[src/rtl/seg_scan_mux.sv]
// Four-digit seven-segment scan driver: holds a 16-bit value and time-multiplexes
// its nibbles onto one hex bus with active-low anodes, decimal point and blanking.
module seg_scan_mux #(
  parameter int REFRESH_DIV = 100000,
  parameter int BLANK_CYC   = 4
) (
  input  logic        clk,
  input  logic        reset_n,
  input  logic [15:0] data_in,
  input  logic [3:0]  dp_in,
  input  logic        load,
  input  logic [3:0]  en,
  input  logic        lzb,
  output logic [3:0]  anode,
  output logic [3:0]  hex,
  output logic        dp,
  output logic [1:0]  digit
);

  localparam int            CW        = (REFRESH_DIV > 1) ? $clog2(REFRESH_DIV) : 1;
  localparam logic [CW-1:0] CNT_LAST  = CW'(REFRESH_DIV - 1);
  localparam logic [CW-1:0] CNT_BLANK = CW'(BLANK_CYC);

  logic [15:0]   data_r;
  logic [3:0]    dp_r;
  logic [CW-1:0] cnt_r;
  logic [1:0]    idx_r;
  logic [3:0]    anode_r;
  logic [3:0]    hex_r;
  logic          dp_out_r;
  logic [1:0]    digit_r;

  logic          lit_s;
  logic [3:0]    hex_s;
  logic [3:0]    anode_s;
  logic          dp_s;

  // A digit is leading-zero blanked when it and every more significant nibble are zero.
  function automatic logic lzb_blank(input logic [15:0] d, input logic [1:0] i);
    logic b;
    case (i)
      2'd3:    b = (d[15:12] == 4'h0);
      2'd2:    b = (d[15:8]  == 8'h00);
      2'd1:    b = (d[15:4]  == 12'h000);
      default: b = 1'b0;
    endcase
    return b;
  endfunction

  // Holding register for the displayed value and decimal points.
  always_ff @(posedge clk) begin
    if (!reset_n) begin
      data_r <= 16'h0000;
      dp_r   <= 4'b0000;
    end else if (load) begin
      data_r <= data_in;
      dp_r   <= dp_in;
    end
  end

  // Slot counter and digit index; free-running regardless of load/en/lzb.
  always_ff @(posedge clk) begin
    if (!reset_n) begin
      cnt_r <= '0;
      idx_r <= 2'd0;
    end else if (cnt_r == CNT_LAST) begin
      cnt_r <= '0;
      idx_r <= idx_r + 2'd1;
    end else begin
      cnt_r <= cnt_r + CW'(1);
    end
  end

  // Next output values derived from the current slot and held data.
  always_comb begin
    hex_s   = data_r[3:0];
    lit_s   = 1'b0;
    anode_s = 4'b1111;
    dp_s    = 1'b1;
    case (idx_r)
      2'd1:    hex_s = data_r[7:4];
      2'd2:    hex_s = data_r[11:8];
      2'd3:    hex_s = data_r[15:12];
      default: hex_s = data_r[3:0];
    endcase
    lit_s = en[idx_r] && !(lzb && lzb_blank(data_r, idx_r)) && (cnt_r >= CNT_BLANK);
    if (lit_s) begin
      anode_s = ~(4'b0001 << idx_r);
      dp_s    = ~dp_r[idx_r];
    end else begin
      anode_s = 4'b1111;
      dp_s    = 1'b1;
    end
  end

  // Output registers: one-cycle lag behind the internal scan state.
  always_ff @(posedge clk) begin
    if (!reset_n) begin
      anode_r  <= 4'b1111;
      hex_r    <= 4'h0;
      dp_out_r <= 1'b1;
      digit_r  <= 2'd0;
    end else begin
      anode_r  <= anode_s;
      hex_r    <= hex_s;
      dp_out_r <= dp_s;
      digit_r  <= idx_r;
    end
  end

  assign anode = anode_r;
  assign hex   = hex_r;
  assign dp    = dp_out_r;
  assign digit = digit_r;

endmodule
[config.mk]
export PLATFORM = sky130hd
export DESIGN_NAME = seg_scan_mux
export DESIGN_NICKNAME = d
export VERILOG_FILES = /design/src/rtl/seg_scan_mux.sv
export SDC_FILE = /design/constraint.sdc
export NUM_CORES = 1
export LEC_CHECK = 0
export ABC_AREA = 1
export CAP_MARGIN = 25
export CELL_PAD_IN_SITES_DETAIL_PLACEMENT = 0
export CELL_PAD_IN_SITES_GLOBAL_PLACEMENT = 2
export CORE_ASPECT_RATIO = 0.6
export CORE_MARGIN = 2
export CORE_UTILIZATION = 26
export CTS_CLUSTER_SIZE = 24
export DETAILED_ROUTE_END_ITERATION = 16
export PLACE_DENSITY_LB_ADDON = 0.2
export SLEW_MARGIN = 20
export SYNTH_ARGS = -nofsm -noshare
export SYNTH_HDL_FRONTEND = slang
export SYNTH_SLANG_ARGS = --single-unit
[constraint.sdc]
create_clock -name clk -period 1.5 [get_ports clk]
set_clock_uncertainty 0.2 [all_clocks]
set_input_delay 0.3 -clock clk [delete_from_list [all_inputs] [get_ports clk]]
set_output_delay 0.3 -clock clk [all_outputs]
set_load 0.02 [all_outputs]
==> impl_summary.txt <==
----------------------------------------------------
[Place]
  Post-detailed-placement cell area ... 3010 um2
  Count of input and output buffers ... 38
  Detailed-placement wirelength estimate ... 5030 um
  Gp weighted congestion ... 0.814
  Post-placement cell count ... 495

[Global routing]
  Antenna violations before repair ... 0
  First-pass GRT wire length ... ~11000 um
  Global Route Usage Sum ... 0.144
  Via count of the first global-routing pass ... 1993
  Pin count of the biggest net entering global routing ... 19
  Overflow left after global routing ... 0

[Timing]
  Final period utilization ... 0.978
  Timing-limited maximum frequency ... ~680 MHz
  Max-Slew Margin vs Limit ... 0.794
  Post-layout minimum cycle time ... 1.47 ns
  Unrepaired setup endpoints after global routing ... true
  Setup TNS ... 0 ns
  Slew @ Worst Pin ... ~0.31 ns
  Slew Viols, Final ... 0
  Final worst hold slack ... around 0.28 ns
  Final-report hold violation count ... 0
  Finish-stage setup viols ... 0

[Logic synthesis]
  Most numerous cell in the Yosys netlist ... nor2_1
  Unique masters post-synth ... 25
  Yosys top cell area share ... 0.444
  Yosys Warn Count ... 0
  Async SR Flop Fraction ... 0
  Cell area after synthesis ... approximately 2300 um2
  Count of state elements after synthesis ... 50
  Dominant cells by area after synthesis ... dfxtp_1, nor2_1, nand2_1
  Top_reg_cell synth ... dfxtp_1
  Synthesized Nets ... 355
  Mean instance size in the synthesized netlist ... just over 7 um2
  Synthesized instance count ... 320
  Count of flip-flops with a built-in enable after synthesis ... 0
  Cell accounting for the most synthesized area ... dfxtp_1
  Sequential element share of the synthesized area ... 0.444
  Most common library cells after synthesis ... nor2_1, nand2_1, dfxtp_1, inv_1, o21ai_0

[Cells and area]
  Fraction of final layout cells sized beyond drive strength 1 ... 0.204
  Count of non-filler cells in the finished layout ... around 510
  Inserted Diodes ... 0
  Layout-stage area growth over the synthesis result ... 47.0%
  Net count of the finished layout ... approximately 430
  Cell area after layout ... around 3300 um2

[Flow run]
  Max-cap viol count ... 0

[Routing]
  Routed Wire Length ... 6520 um
  Final routed DRC violation total ... 0
  Initial detailed-routing violation count ... 110
  First drt pass iteration count ... 4
  Via Count ... between 2000 and 2500
  Vias per cell ... ~4.3
  Remaining antenna violation count after routing ... 0
  Routed length per placed instance ... about 13 um

[Worst setup path]
  Cell with the largest stage delay on the worst path ... dfxtp_2
  Launching element type of the critical path ... register
  Peak per-stage delay on the critical path ... between 0.3 and 0.4 ns
  Arrival time worst endpoint ... 1.44 ns
  Largest fanout on the critical path ... 3
  Number of buffer and inverter stages on the critical path ... 1
  Path length in cells of the critical path ... 7
  WP data required ... 1.48 ns
  Element type at the critical path end ... register
  Critical path, cell by cell ... ha_4 > nand2_4 > nor2_4 > buf_4 > nand3_1 > nor2_1 > nor2_2
  Critical path class ... reg -> reg
  Category of cells accounting for the largest share of critical-path delay ... simple AND/OR/NAND/NOR gates
  Depth of the worst register-to-register path ... 7

[Clocking]
  Master cell of the clock root buffer ... clkbuf_16
  CTS tree ... yes
  Clock latency on the worst-skew pair ... slightly below 0.3 ns
  Clock slew at reported path FFs ... 0.07 ns
  Number of buffers created by CTS ... 5
  Max clock buf depth ... 2
  H-tree levels ... 2
  Number of sinks on the clock net ... 50

[Pwr]
  Leakage power summed over all cells ... 1.36 nW
  Portion of total power attributed to sequential cells ... 0.481
  Power density over cell area ... just under 900 nW/um2
  Max VDD drop ... slightly above 0.4 mV
  Internal ... ~0.0023 W
  Net switching share of the total power ... 0.219
  Clk pwr share ... 0.434
  Combinational fraction of design power ... 0.085
  Switching power ... 0.000646 W

[Die]
  Std cell rows ... 26
  Placeable core area ... around 8500 um2
  Die span in y ... between 70 and 80 um
  Number of top-level pins ... 39
  Initial core utilization ... 0.267
  Chip width ... between 100 and 150 um
  Floorplan die area ... between 9000 and 10000 um2

[Hold path]
  Worst hold path type ... reg -> reg
  Number of cells on the worst hold path ... 2

[Outcome]
  Run status ... finished clean

----------------------------------------------------
==> registers in the layout, summed over array words and instances (netlist names) <==
name    flops
data_r     16
hex         4
digit       2
anode       4
dp          1
cnt_r      17
dp_r        4
idx_r       2
==> layout by cell type, fill, tap and decap left out, types with 5 or more instances in the layout <==
cell type        count
a21oi_1             17
buf_4               31
clkbuf_16            5
clkdlybuf4s50_1     27
dfxtp_1             43
dfxtp_2              7
dlygate4sd2_1       11
inv_1               31
nand2_1             53
nand3_1             11
nand3_2              7
nand4_1              6
nor2_1              67
nor2_2               6
o21ai_0             27
==> cell families (layout without fill, tap and decap cells) <==
| kind of cell | after synthesis | count (layout) | share of synthesized area |
|---|---|---|---|
| flops | 50 | 50 | 0.444 |
| fa+ha+maj | 7 | 7 | 0.0388 |
| compound gates | 53 | 53 | 0.120 |
| xor+xnor | 5 | 5 | 0.0194 |
| buf+inv | 41 | 114 | 0.0727 |
| simple gates | 164 | 164 | 0.305 |
==> metal layers <==
layer	up-vias	part of all wire	global-route usage	wire, um
met2	43	0.32	0.158	2110
met5	-	0	0	0
met1	949	0.62	0.254	4070
li1	1164	-	-	-
met4	0	0.0052	0.0337	34
met3	2	0.046	0.0358	301
==> power groups by stage <==
stage | Sequential [W] | Clock [W] | Combinational, W
final | 0.00142 | 0.00128 | 0.000251
after CTS | 0.00141 | 0.00132 | 0.000248
after global routing | 0.00142 | 0.00139 | 0.000285
after global placement | 0.00144 | 0 | 0.000250
after floorplan | 0.00144 | 0 | 0.000101
after detailed placement | 0.00144 | 0 | 0.000249
==> worst reg2reg max path, delay by kind of cell (launching register included) <==
kind,cells,cell delay (ns)
flops,1,0.35
buf+inv,1,0.14
fa+ha+maj,1,0.15
simple gates,5,0.51
==> cell type report <==
cell class                 instances  area, um2
timing repair buffer              72        651
inverter                          34        129
tap                              112        140
clock buffer                       6        129
multi-input combinational        229       1220
fill                             923       5140
clock inverter                     2       37.5
sequential                        50       1010
==> final timing paths <==
path	startpoint	endpoint	slack (ns)
min reg2reg	data_r[10]	hex[2]	0.28
max reg2reg	cnt_r[1]	idx_r[1]	0.03
min	data_r[10]	hex[2]	0.28
max	cnt_r[1]	idx_r[1]	0.03
==> timing repair <==
item                       CTS  global route
cloned                       0             0
hold buffers                 0             0
hold endpoints to repair     0             0
resized for setup           14            39
setup endpoints to repair   35            26
pin swaps                    0             8
setup buffers                0             2
==> per-stage QoR <==
| stage | power, W | util | worst slack, ns |
|---|---|---|---|
| floorplan | 0.00154 | - | 0.0241 |
| global placement | 0.00169 | 0.355 | -0.183 |
| detailed placement | 0.00169 | 0.355 | -0.199 |
| CTS | 0.00298 | 0.375 | -0.00613 |
| global route | 0.00310 | 0.392 | -0.0447 |
| finish | 0.00295 | 0.392 | 0.0335 |
Power figures use the tool's default switching activity.
